==> src/rtl/fifo_pop_arbiter_pkg.sv <==
// Shared constants and helpers for the FIFO pop arbiter.
package fifo_pop_arbiter_pkg;

   localparam int NUM_PORTS = 4;
   localparam int DEST_W    = 2;

   // Destination index lives in the top DEST_W bits of a width-bit word.
   function automatic logic [DEST_W-1:0] get_dest(input logic [31:0] word,
                                                  input int unsigned width);
      logic [31:0] sh;
      sh = word >> (width - DEST_W);
      return sh[DEST_W-1:0];
   endfunction

endpackage

==> src/rtl/fifo_pop_arbiter_rr_grant4.sv <==
// Combinational round-robin priority encoder over four requesters.
module rr_grant4
   import fifo_pop_arbiter_pkg::*;
(
   input  logic [NUM_PORTS-1:0] eligible,
   input  logic [1:0]           ptr,
   output logic [1:0]           grant,
   output logic                 grant_vld
);

   // Scan from farthest to nearest so the first eligible index at/after ptr wins.
   always_comb begin
      logic [1:0] idx;
      grant     = '0;
      grant_vld = 1'b0;
      idx       = '0;
      for (int k = NUM_PORTS-1; k >= 0; k--) begin
         idx = ptr + 2'(k);
         if (eligible[idx]) begin
            grant     = idx;
            grant_vld = 1'b1;
         end
      end
   end

endmodule

==> src/rtl/fifo_pop_arbiter.sv <==
// Round-robin pop arbiter: pops one input FIFO per cycle and pushes the
// word to the output FIFO named by its destination bits two cycles later.
// Optional feature: define ARB_PUSH_COUNT_EN to add per-output push counters.
module fifo_pop_arbiter
   import fifo_pop_arbiter_pkg::*;
#(
   parameter int data_width = 10
)(
   input  logic                  clk,
   input  logic                  reset,
   input  logic [NUM_PORTS-1:0]  fifo_empty,
   input  logic [data_width-1:0] fifo_data_0,
   input  logic [data_width-1:0] fifo_data_1,
   input  logic [data_width-1:0] fifo_data_2,
   input  logic [data_width-1:0] fifo_data_3,
   input  logic [NUM_PORTS-1:0]  almost_full,
   output logic [NUM_PORTS-1:0]  pop,
   output logic [NUM_PORTS-1:0]  push,
   output logic [data_width-1:0] data_out,
   output logic                  active
`ifdef ARB_PUSH_COUNT_EN
  ,output logic [31:0]           push_count
`endif
);

   localparam int STAGES = 1;

   logic [NUM_PORTS-1:0][data_width-1:0] fifo_data;
   logic [STAGES:0]       vld_pipe;   // [0]: pop issued this cycle, [1]: data being sampled
   logic [1:0]            ptr;
   logic [1:0]            src1;
   logic [1:0]            src2;
   logic [1:0]            grant;
   logic                  grant_vld;
   logic [NUM_PORTS-1:0]  eligible;
   logic                  stall;
   logic [data_width-1:0] word2;

   assign fifo_data[0] = fifo_data_0;
   assign fifo_data[1] = fifo_data_1;
   assign fifo_data[2] = fifo_data_2;
   assign fifo_data[3] = fifo_data_3;

   // A FIFO popped this cycle still shows its stale empty flag; skip it.
   assign eligible = ~fifo_empty & ~pop;
   assign stall    = |almost_full;
   assign word2    = fifo_data[src2];
   assign active   = |vld_pipe;

   rr_grant4 u_grant (
      .eligible  (eligible),
      .ptr       (ptr),
      .grant     (grant),
      .grant_vld (grant_vld)
   );

   // Pop issue, source tracking through the pipe, and push generation.
   always_ff @(posedge clk or negedge reset) begin
      if (!reset) begin
         pop      <= '0;
         push     <= '0;
         data_out <= '0;
         ptr      <= '0;
         src1     <= '0;
         src2     <= '0;
         vld_pipe <= '0;
      end else begin
         if (!stall && grant_vld) begin
            pop         <= 4'b0001 << grant;
            src1        <= grant;
            vld_pipe[0] <= 1'b1;
            ptr         <= grant + 2'd1;
         end else begin
            pop         <= '0;
            vld_pipe[0] <= 1'b0;
         end
         vld_pipe[1] <= vld_pipe[0];
         src2        <= src1;
         if (vld_pipe[1]) begin
            push     <= 4'b0001 << get_dest(32'(word2), data_width);
            data_out <= word2;
         end else begin
            push     <= '0;
         end
      end
   end

`ifdef ARB_PUSH_COUNT_EN
   logic [NUM_PORTS-1:0][7:0] cnt;

   assign push_count = cnt;

   // Per-output wrapping push counters.
   always_ff @(posedge clk or negedge reset) begin
      if (!reset) begin
         cnt <= '0;
      end else begin
         for (int j = 0; j < NUM_PORTS; j++)
            if (push[j]) cnt[j] <= cnt[j] + 8'd1;
      end
   end
`endif

endmodule

==> config.mk <==
export PLATFORM = sky130hd
export DESIGN_NAME = fifo_pop_arbiter
export DESIGN_NICKNAME = d
export VERILOG_FILES = /design/src/rtl/fifo_pop_arbiter_pkg.sv /design/src/rtl/fifo_pop_arbiter_rr_grant4.sv /design/src/rtl/fifo_pop_arbiter.sv
export SDC_FILE = /design/constraint.sdc
export NUM_CORES = 1
export LEC_CHECK = 0
export ABC_CLOCK_PERIOD_IN_PS = 2400
export BUFFER_PORTS_ARGS = -buffer_cell sky130_fd_sc_hd__buf_2
export CAP_MARGIN = 40
export CORE_ASPECT_RATIO = 0.6
export CORE_MARGIN = 3
export CORE_UTILIZATION = 40
export DETAILED_ROUTE_END_ITERATION = 7
export GPL_TIMING_DRIVEN = 1
export HOLD_SLACK_MARGIN = 0.03
export PLACE_DENSITY = 0.73
export SYNTH_ARGS = -nofsm -noshare
export SYNTH_HDL_FRONTEND = slang
export SYNTH_SLANG_ARGS = --single-unit
==> constraint.sdc <==
create_clock -name clk -period 2.4 [get_ports clk]
set_input_delay 0.12 -clock clk [delete_from_list [all_inputs] [get_ports clk]]
set_output_delay 0.12 -clock clk [all_outputs]
set_load 0.02 [all_outputs]
==> results of run 1 <==
power by group through the flow:
stage | sequential (mW) | clock (mW) | combinational [mW]
after floorplan | 0.731 | 0 | 0.312
after global routing | 0.695 | 0.373 | 0.583
after CTS | 0.677 | 0.358 | 0.551
after global placement | 0.674 | 0 | 0.533
after detailed placement | 0.686 | 0 | 0.546
final | 0.672 | 0.348 | 0.542
logic make-up after synthesis:
logic type / count (synthesis) / share of synthesized area [%]
simple gates: 27 / 9.961
flops: 26 / 52.31
mux: 19 / 26.26
compound gates: 10 / 8.148
buf+inv: 7 / 2.616
xor+xnor: 1 / 0.7044
cells in the mapped netlist:
cell type / n
a2111oi_2: 1
a21oi_1: 1
buf_1: 1
buf_4: 1
clkbuf_1: 1
dfrtp_1: 26
inv_1: 3
inv_4: 1
mux2_2: 9
mux4_2: 10
nand2_1: 6
nand2_2: 1
nand2b_1: 1
nor2_1: 9
nor2_2: 2
nor3_1: 6
nor4_1: 1
o21a_1: 1
o21ai_0: 2
o21ai_1: 1
o221a_2: 1
o32a_2: 1
o32ai_1: 1
o41ai_4: 1
or2_2: 1
xnor2_1: 1
metrics by stage:
stage          instance area, µm²  cells  setup WS, ns
2_1_floorplan                1244     90        0.8310
3_3_place_gp                 1619    195        0.6774
3_5_place_dp                 1619    195        0.6294
4_1_cts                      1700    200        0.6058
5_1_grt                      1700    200        0.5089
6_report                     1700    200        0.6521
path summary, 6_finish.rpt:
kind,from,to,slack (ns),depth (start not counted)
worst max-delay path,src2[0],data_out[9],0.65,2
worst min-delay path,almost_full[2],vld_pipe[0],0.17,4
worst max register to register,src2[0],data_out[9],0.65,2
worst min register to register,vld_pipe[0],vld_pipe[1],0.37,0
max in group asynchronous,reset,push[3],1.66,2
min in group asynchronous,reset,data_out[7],0.37,2
worst max-delay path, stage by stage, from the launching register on:
cell     delay [ns]
dfrtp_1        0.73
mux4_2         0.62
mux2_2         0.29
cell type report:
class,instances,area (µm²),share of cell area [%]
Clock buffer,3,41.29,2.428
Timing Repair Buffer,69,350.3,20.60
Inverter,4,17.52,1.030
Multi-Input combinational cell,57,560.5,32.97
Sequential cell,26,650.6,38.26
Clock inverter,1,30.03,1.766
Tap cell,40,50.05,2.943
sequential cells by signal, indices dropped and copies added (netlist names):
name,count
vld_pipe,2
ptr,2
data_out,10
push,4
src2,2
pop,4
src1,2
per-layer routing:
| layer | GRT usage, % | up-vias | routed length [µm] |
|---|---|---|---|
| met4 | 3.488 | 0 | 19 |
| met1 | 17.04 | 475 | 1055 |
| li1 | - | 473 | - |
| met2 | 28.41 | 27 | 1519 |
| met5 | 0 | - | 0 |
| met3 | 3.690 | 2 | 141 |
==> results.ini, run 1 <==
[cts]
cts.path.max_buffers = 2
numCtsBuffers = 3
worstSkewPairLatency_ns = 0.27
cts_sinks = 26
cts_setup_buffers = 0
cts_resized = 0
postCtsHoldBufs = 1
htreeDepth = 1
clk_pin_slew_worst_paths_ns = 0.08
root_buffer = clkbuf_8
cts_tree = built

[pwr]
pwr-share-comb_pct = 34.7
power_frac_seq_pct = 43.0
p_per_area_nw_per_um2 = 918.4
swShare_pct = 32.00
pwr-share-clk_pct = 22.3
intPower_mw = 1.062
leakagePower_nw = 0.8416
p_total_mw = 1.562
p_switching_mw = 0.4997
vdd_drop_max_v = 0.0005280

[timing]
rsz0062_at_grt = false
maxSlewViolCount = 0
tightest_slew_ns = 0.5895
max_slew_margin_pct = 60.70
hold_viol = 0
finalSetupTns_ns = 0
min_period_ns = 1.748
setup_viol = 0
whs_ns = 0.1709
clock-skew-final_ns = 0.006196
fmax_mhz = 572.1
min_period_over_period_pct = 72.83

[layout]
layout_commonest_cell = buf_2
final_util_pct = 62.23
num-nets-final = 211
layout_common_cells = buf_2 (68), dfrtp_1 (26), mux4_2 (10)
area_growth_pct = 36.72
fill_cells = 225
antenna_cells = 0
final_layout_size_suffix_gt1_share_pct = 62.50

[drt]
detail-route-antenna-nets = 0
drtPass1Iterations = 4
routed_wirelength_um = 2736
vias_per_cell = 4.885
vias = 977
wire_per_inst_um = 13.68
drt_iter0_markers = 50
drc_errors = 0

[worst_hold_path]
min_path_type = in -> reg

[global_route]
grt_max_degree = 27
antenna_found_initial = 0
grt_pass1_vias = 1046
grt_overflow = 0
grt_usage_pct = 15.01
grt_pass1_wl_um = 4567

[flow_run]
max-cap-violations = 0

[yosys]
synth_cell_types = 26
synth_seq_area_share_pct = 52.31
synth_nets = 140
yosysTopAreaCell = dfrtp_1
yosysWarnings = 0
syn-cell-area_um2 = 1244
yosys-top-cells-area = dfrtp_1 (52%), mux4_2 (18%), mux2_2 (8.1%)
synth_top_area_share_pct = 52.31
synth-seq-cells = 26
synth_cells = 90
synth.avg_cell_area_um2 = 13.82

[run_status]
run_status = complete, no violations

[floorplanning]
rows = 14
coreArea_um2 = 2733
die_h_um = 49.19
io_pins = 69
die_w_um = 77.99
initial_core_util_pct = 45.51
dieArea_um2 = 3836

[worst_setup_path]
critPathKind = reg -> reg
worstPathRequired_ns = 2.55
crit_fanout = 10
crit_path_start_kind = flop
cp.arrival_ns = 1.90
cp-end-kind = flop

[placed_design]
dp_hpwl_um = 2329
port_buffers = 68
routabilityCongestion = 0.7821

Power figures use the tool's default switching activity.
==> inputs of run 2 (changes only) <==
Settings changed: ABC_CLOCK_PERIOD_IN_PS 2400 to 1700.
Clock period 2.4 ns to 1.7 ns, I/O delays scaled along.
==> run 2 against run 1 <==
Worst setup slack got worse by 0.54 ns. Clock power decreased by 4%. Die area unchanged. Total power increased by 34%. Global-route usage increased by 2.7 points. Register-to-register slack got worse by 0.54 ns. Hold slack got worse by 0.021 ns. Combinational power increased by 55%. Critical path depth increased by 3. Sequential share of layout area increased by 0.28 points. Clock skew decreased by 0.0031 ns. Critical path type unchanged. Largest power group unchanged. Highest routed layer unchanged.
==> results.ini, run 2 (same netlist as run 1, synthesis figures left out) <==
[global_route]
antenna_found_initial = 0
grt_pass1_vias = 1090
grt_usage_pct = 17.71
grt_max_degree = 27
grt_overflow = 0
grt-busiest-layer = met2
use_met2_pct = 34.09
use_met3_pct = 3.690
grt_pass1_wl_um = 5168
met1_usage_pct = 18.31

[cts]
cts_tree = built
htreeDepth = 1
cts.path.max_buffers = 2
root_buffer = clkbuf_8
numCtsBuffers = 3
clk_pin_slew_worst_paths_ns = 0.08
cts_setup_buffers = 0
cts_sinks = 26
worstSkewPairLatency_ns = 0.27

[worst_hold_path]
min_path_type = in -> reg

[layout]
area_growth_pct = 35.71
final_layout_size_suffix_gt1_share_pct = 63.35
layout_commonest_cell = buf_2
final_util_pct = 61.77
largest_register_ff_count = 10
fill_cells = 237
reg_top3 = data_out (10), pop (4), push (4)
num-nets-final = 213
regMostFlops = data_out
antenna_cells = 0
final_area_um2 = 1688
layout_common_cells = buf_2 (68), dfrtp_1 (26), mux4_2 (10)

[floorplanning]
initial_core_util_pct = 45.51
die_h_um = 49.19
io_pins = 69
dieArea_um2 = 3836
die_w_um = 77.99
rows = 14
coreArea_um2 = 2733

[worst_setup_path]
path_buf_inv = 0
cp.arrival_ns = 1.72
slowest_stage = dfrtp_1
crit_path_start_kind = flop
crit_fanout = 4
critPathKind = reg -> reg
reg2reg_slack_ns = 0.11
cp-end-kind = flop
slowest_delay_ns = 0.42
path_cells = nor2_2 -> a2111oi_2 -> o32a_2 -> xnor2_1 -> o21ai_1
worstPathRequired_ns = 1.83
crit_family = compound AO/OA/AOI/OAI gates

[timing]
rsz0062_at_grt = false
finalSetupTns_ns = 0
min_period_ns = 1.587
min_period_over_period_pct = 93.38
whs_ns = 0.1499
max_slew_margin_pct = 61.28
hold_viol = 0
clock-skew-final_ns = 0.003068
setup_viol = 0
fmax_mhz = 629.9
tightest_slew_ns = 0.5789
maxSlewViolCount = 0

[pwr]
p_total_mw = 2.087
p_per_area_nw_per_um2 = 1237
vdd_drop_max_v = 0.0007805
leakagePower_nw = 0.8378

[flow_run]
max-cap-violations = 0

[placed_design]
routabilityCongestion = 0.7828
port_buffers = 68
dp_hpwl_um = 2622
placed_area_um2 = 1634

[drt]
detail-route-antenna-nets = 0
vias = 1013
drc_errors = 0
vias_per_cell = 5.040
drtPass1Iterations = 4
routed_wirelength_um = 3155
drt_iter0_markers = 46
wire_per_inst_um = 15.70

[run_status]
run_status = complete, no violations

## run 2: cell types whose count changed in the layout (fill, tap and decap cells not counted)
cell       delta
nor2_1        -1
buf_4         +2
bufinv_16     -1
nor2_2        +1
## run 2: worst register-to-register path: stages (launching register included)
cell and delay (ns):
dfrtp_1 0.42, nor2_2 0.24, a2111oi_2 0.11, o32a_2 0.42
xnor2_1 0.18, o21ai_1 0.08
## run 2: worst paths after layout
path	end	depth (start not counted)	start
min in group asynchronous	data_out[6]	2	reset
worst max-delay path	ptr[1]	5	pop[0]
worst min-delay path	vld_pipe[0]	4	almost_full[2]
worst max register to register	ptr[1]	5	pop[0]
worst min register to register	src2[1]	0	src1[1]
max in group asynchronous	data_out[2]	2	reset
## run 2: layout make-up
cell class / count / area [µm²] / share of cell area (%)
clock buffers: 3 / 41.29 / 2.446
multi-input cells: 57 / 563.0 / 33.36
inverters: 4 / 17.52 / 1.038
flip-flops and latches: 26 / 650.6 / 38.55
repair buffers: 71 / 365.4 / 21.65
well taps: 40 / 50.05 / 2.965
## run 2: per-layer routing
| layer | part of all wire [%] | wire (µm) | vias to the layer above |
|---|---|---|---|
| met5 | 0 | 0 | - |
| met4 | 1.7 | 54 | 0 |
| met3 | 3.5 | 110 | 4 |
| met2 | 57 | 1788 | 23 |
| met1 | 38 | 1202 | 509 |
| li1 | - | - | 477 |
## run 2: metrics by stage
stage / worst slack [ns] / instances
floorplan: 0.1310 / 90
global placement: 0.1922 / 197
detailed placement: 0.05186 / 197
CTS: 0.03738 / 201
global route: 0.07684 / 201
finish: 0.1125 / 201
## run 2: timing repair
item | in CTS | in global routing
resized for setup | 0 | 1
endpoints found under the setup margin | 0 | 2
endpoints found under the hold margin | 26 | 0
hold buffers | 1 | 0
## run 2: report_power, final
| group | switching (mW) | internal [mW] |
|---|---|---|
| clock network | 0.176 | 0.159 |
| registers | 0.131 | 0.783 |
| logic | 0.416 | 0.423 |
| total | 0.723 | 1.36 |
==> inputs of run 3 (changes only) <==
Settings changed: CORE_ASPECT_RATIO 0.6 to 0.9, RECOVER_POWER from default to 50.
==> run 3 against run 2 <==
Count of clock-buffer cells in the layout did not move. Critical path depth did not move. Routed wire length fell by 9.4%. Largest power group unchanged.
==> results.ini, run 3 (same netlist as run 1, synthesis figures left out) <==
[floorplanning]
coreArea_um2 = 2860
dieArea_um2 = 3815
io_pins = 69
die_h_um = 58.90
die_w_um = 64.78
initial_core_util_pct = 43.48
rows = 18

[drt]
drtPass1Iterations = 4
detail-route-antenna-nets = 0
vias_per_cell = 5.075
drt_iter0_markers = 41
routed_wirelength_um = 2860
drc_errors = 0
vias = 1015
wire_per_inst_um = 14.30

[worst_setup_path]
path_cells = nor2_2 -> a2111oi_2 -> o32a_2 -> xnor2_1 -> o21ai_1
cp.arrival_ns = 1.71
ff2ff_path_depth = 5
cp-end-kind = flop
slowest_stage = dfrtp_1
critPathKind = reg -> reg
crit_fanout = 4
crit_path_start_kind = flop
slowest_delay_ns = 0.43
worstPathRequired_ns = 1.89

[placed_design]
placed_area_um2 = 1639
dp_hpwl_um = 2406
port_buffers = 68
dp_slack_ns = 0.09484
routabilityCongestion = 0.7912

[run_status]
run_status = complete, no violations

[cts]
htreeDepth = 1
cts.path.max_buffers = 2
worstSkewPairLatency_ns = 0.32
root_buffer = clkbuf_4
clk_pin_slew_worst_paths_ns = 0.13
cts_tree = built
cts_setup_buffers = 0
numCtsBuffers = 3
cts_sinks = 26

[timing]
fin_ws_ns = 0.1734
min_period_over_period_pct = 89.80
fmax_mhz = 655.0
setup_viol = 0
maxSlewViolCount = 0
hold_viol = 0
clock-skew-final_ns = 0.009292
min_period_ns = 1.527
max_slew_margin_pct = 9.079
finalSetupTns_ns = 0
tightest_slew_ns = 1.364
rsz0062_at_grt = false

[flow_run]
max-cap-violations = 0

[layout]
final_layout_size_suffix_gt1_share_pct = 58.75
layout_common_cells = buf_2 (61), dfrtp_1 (26), mux4_2 (10)
layout_commonest_cell = buf_2
final_area_um2 = 1665
area_growth_pct = 33.90
antenna_cells = 0
regMostFlops = data_out
reg_top3 = data_out (10), pop (4), push (4)
largest_register_ff_count = 10
num-nets-final = 212
fill_cells = 246

[pwr]
vdd_drop_max_v = 0.0005971
p_per_area_nw_per_um2 = 1197
swShare_pct = 35.28
pwr-share-comb_pct = 41.6
p_switching_mw = 0.7032
leakagePower_nw = 0.8028
power_frac_seq_pct = 45.8
intPower_mw = 1.290
pwr-share-clk_pct = 12.6

[global_route]
grt_max_degree = 27
grt_pass1_vias = 1069
grt_overflow = 0
grt_usage_pct = 16.09
grt_pass1_wl_um = 4671
antenna_found_initial = 0

[worst_hold_path]
holdPathStages = 4
min_path_type = in -> reg

## run 3: power groups by stage
stage	Combinational, mW	Clock [mW]	Sequential, mW
2_1_floorplan	0.441	0	1.03
3_3_place_gp	0.828	0	0.919
3_5_place_dp	0.843	0	0.929
4_1_cts	0.848	0.262	0.914
5_1_grt	0.896	0.289	0.942
6_report	0.830	0.251	0.913
## run 3: through the flow
stage          power (mW)  hold WS [ns]  instances  util [%]
6_report            1.993       0.06577        200     58.22
5_1_grt             2.127       0.06538        200     58.22
4_1_cts             2.024       0.06058        200     58.44
3_5_place_dp        1.772        0.1109        196     57.31
3_3_place_gp        1.747        0.1029        196     57.31
2_1_floorplan       1.473       -0.2106         90         -
## run 3: per-layer routing
metal  track usage, %  wire length, µm  up-vias
met5                0                0        -
met3            4.962              191        5
li1                 -                -      481
met2            31.63             1587       29
met1            16.69             1056      500
met4            3.614               25        0
## run 3: critical path, delay by kind of cell (launching register included)
family	cells	cell delay (ns)
AO/OA/AOI/OAI	3	0.61
flip-flops	1	0.43
AND/OR/NAND/NOR	1	0.22
XOR/XNOR	1	0.16
## run 3: final cells by class
class | count | area (µm²) | area share, %
sequential | 26 | 650.6 | 39.07
multi-input combinational | 57 | 563.0 | 33.81
timing repair buffer | 70 | 361.6 | 21.71
tap | 40 | 50.05 | 3.005
clock buffer | 3 | 22.52 | 1.352
inverter | 4 | 17.52 | 1.052
## run 3: final timing paths
check	start	endpoint	slack, ns
max	pop[0]	ptr[1]	0.17
min	almost_full[2]	vld_pipe[0]	0.07
max reg2reg	pop[0]	ptr[1]	0.17
min reg2reg	vld_pipe[0]	vld_pipe[1]	0.38
max in group asynchronous	reset	src1[1]	0.31
min in group asynchronous	reset	data_out[6]	0.59
## run 3: what timing repair did
action,CTS,global route
hold buffers,1,0
hold endpoints to repair,26,0
setup endpoints to repair,0,1
gates resized for setup,0,1
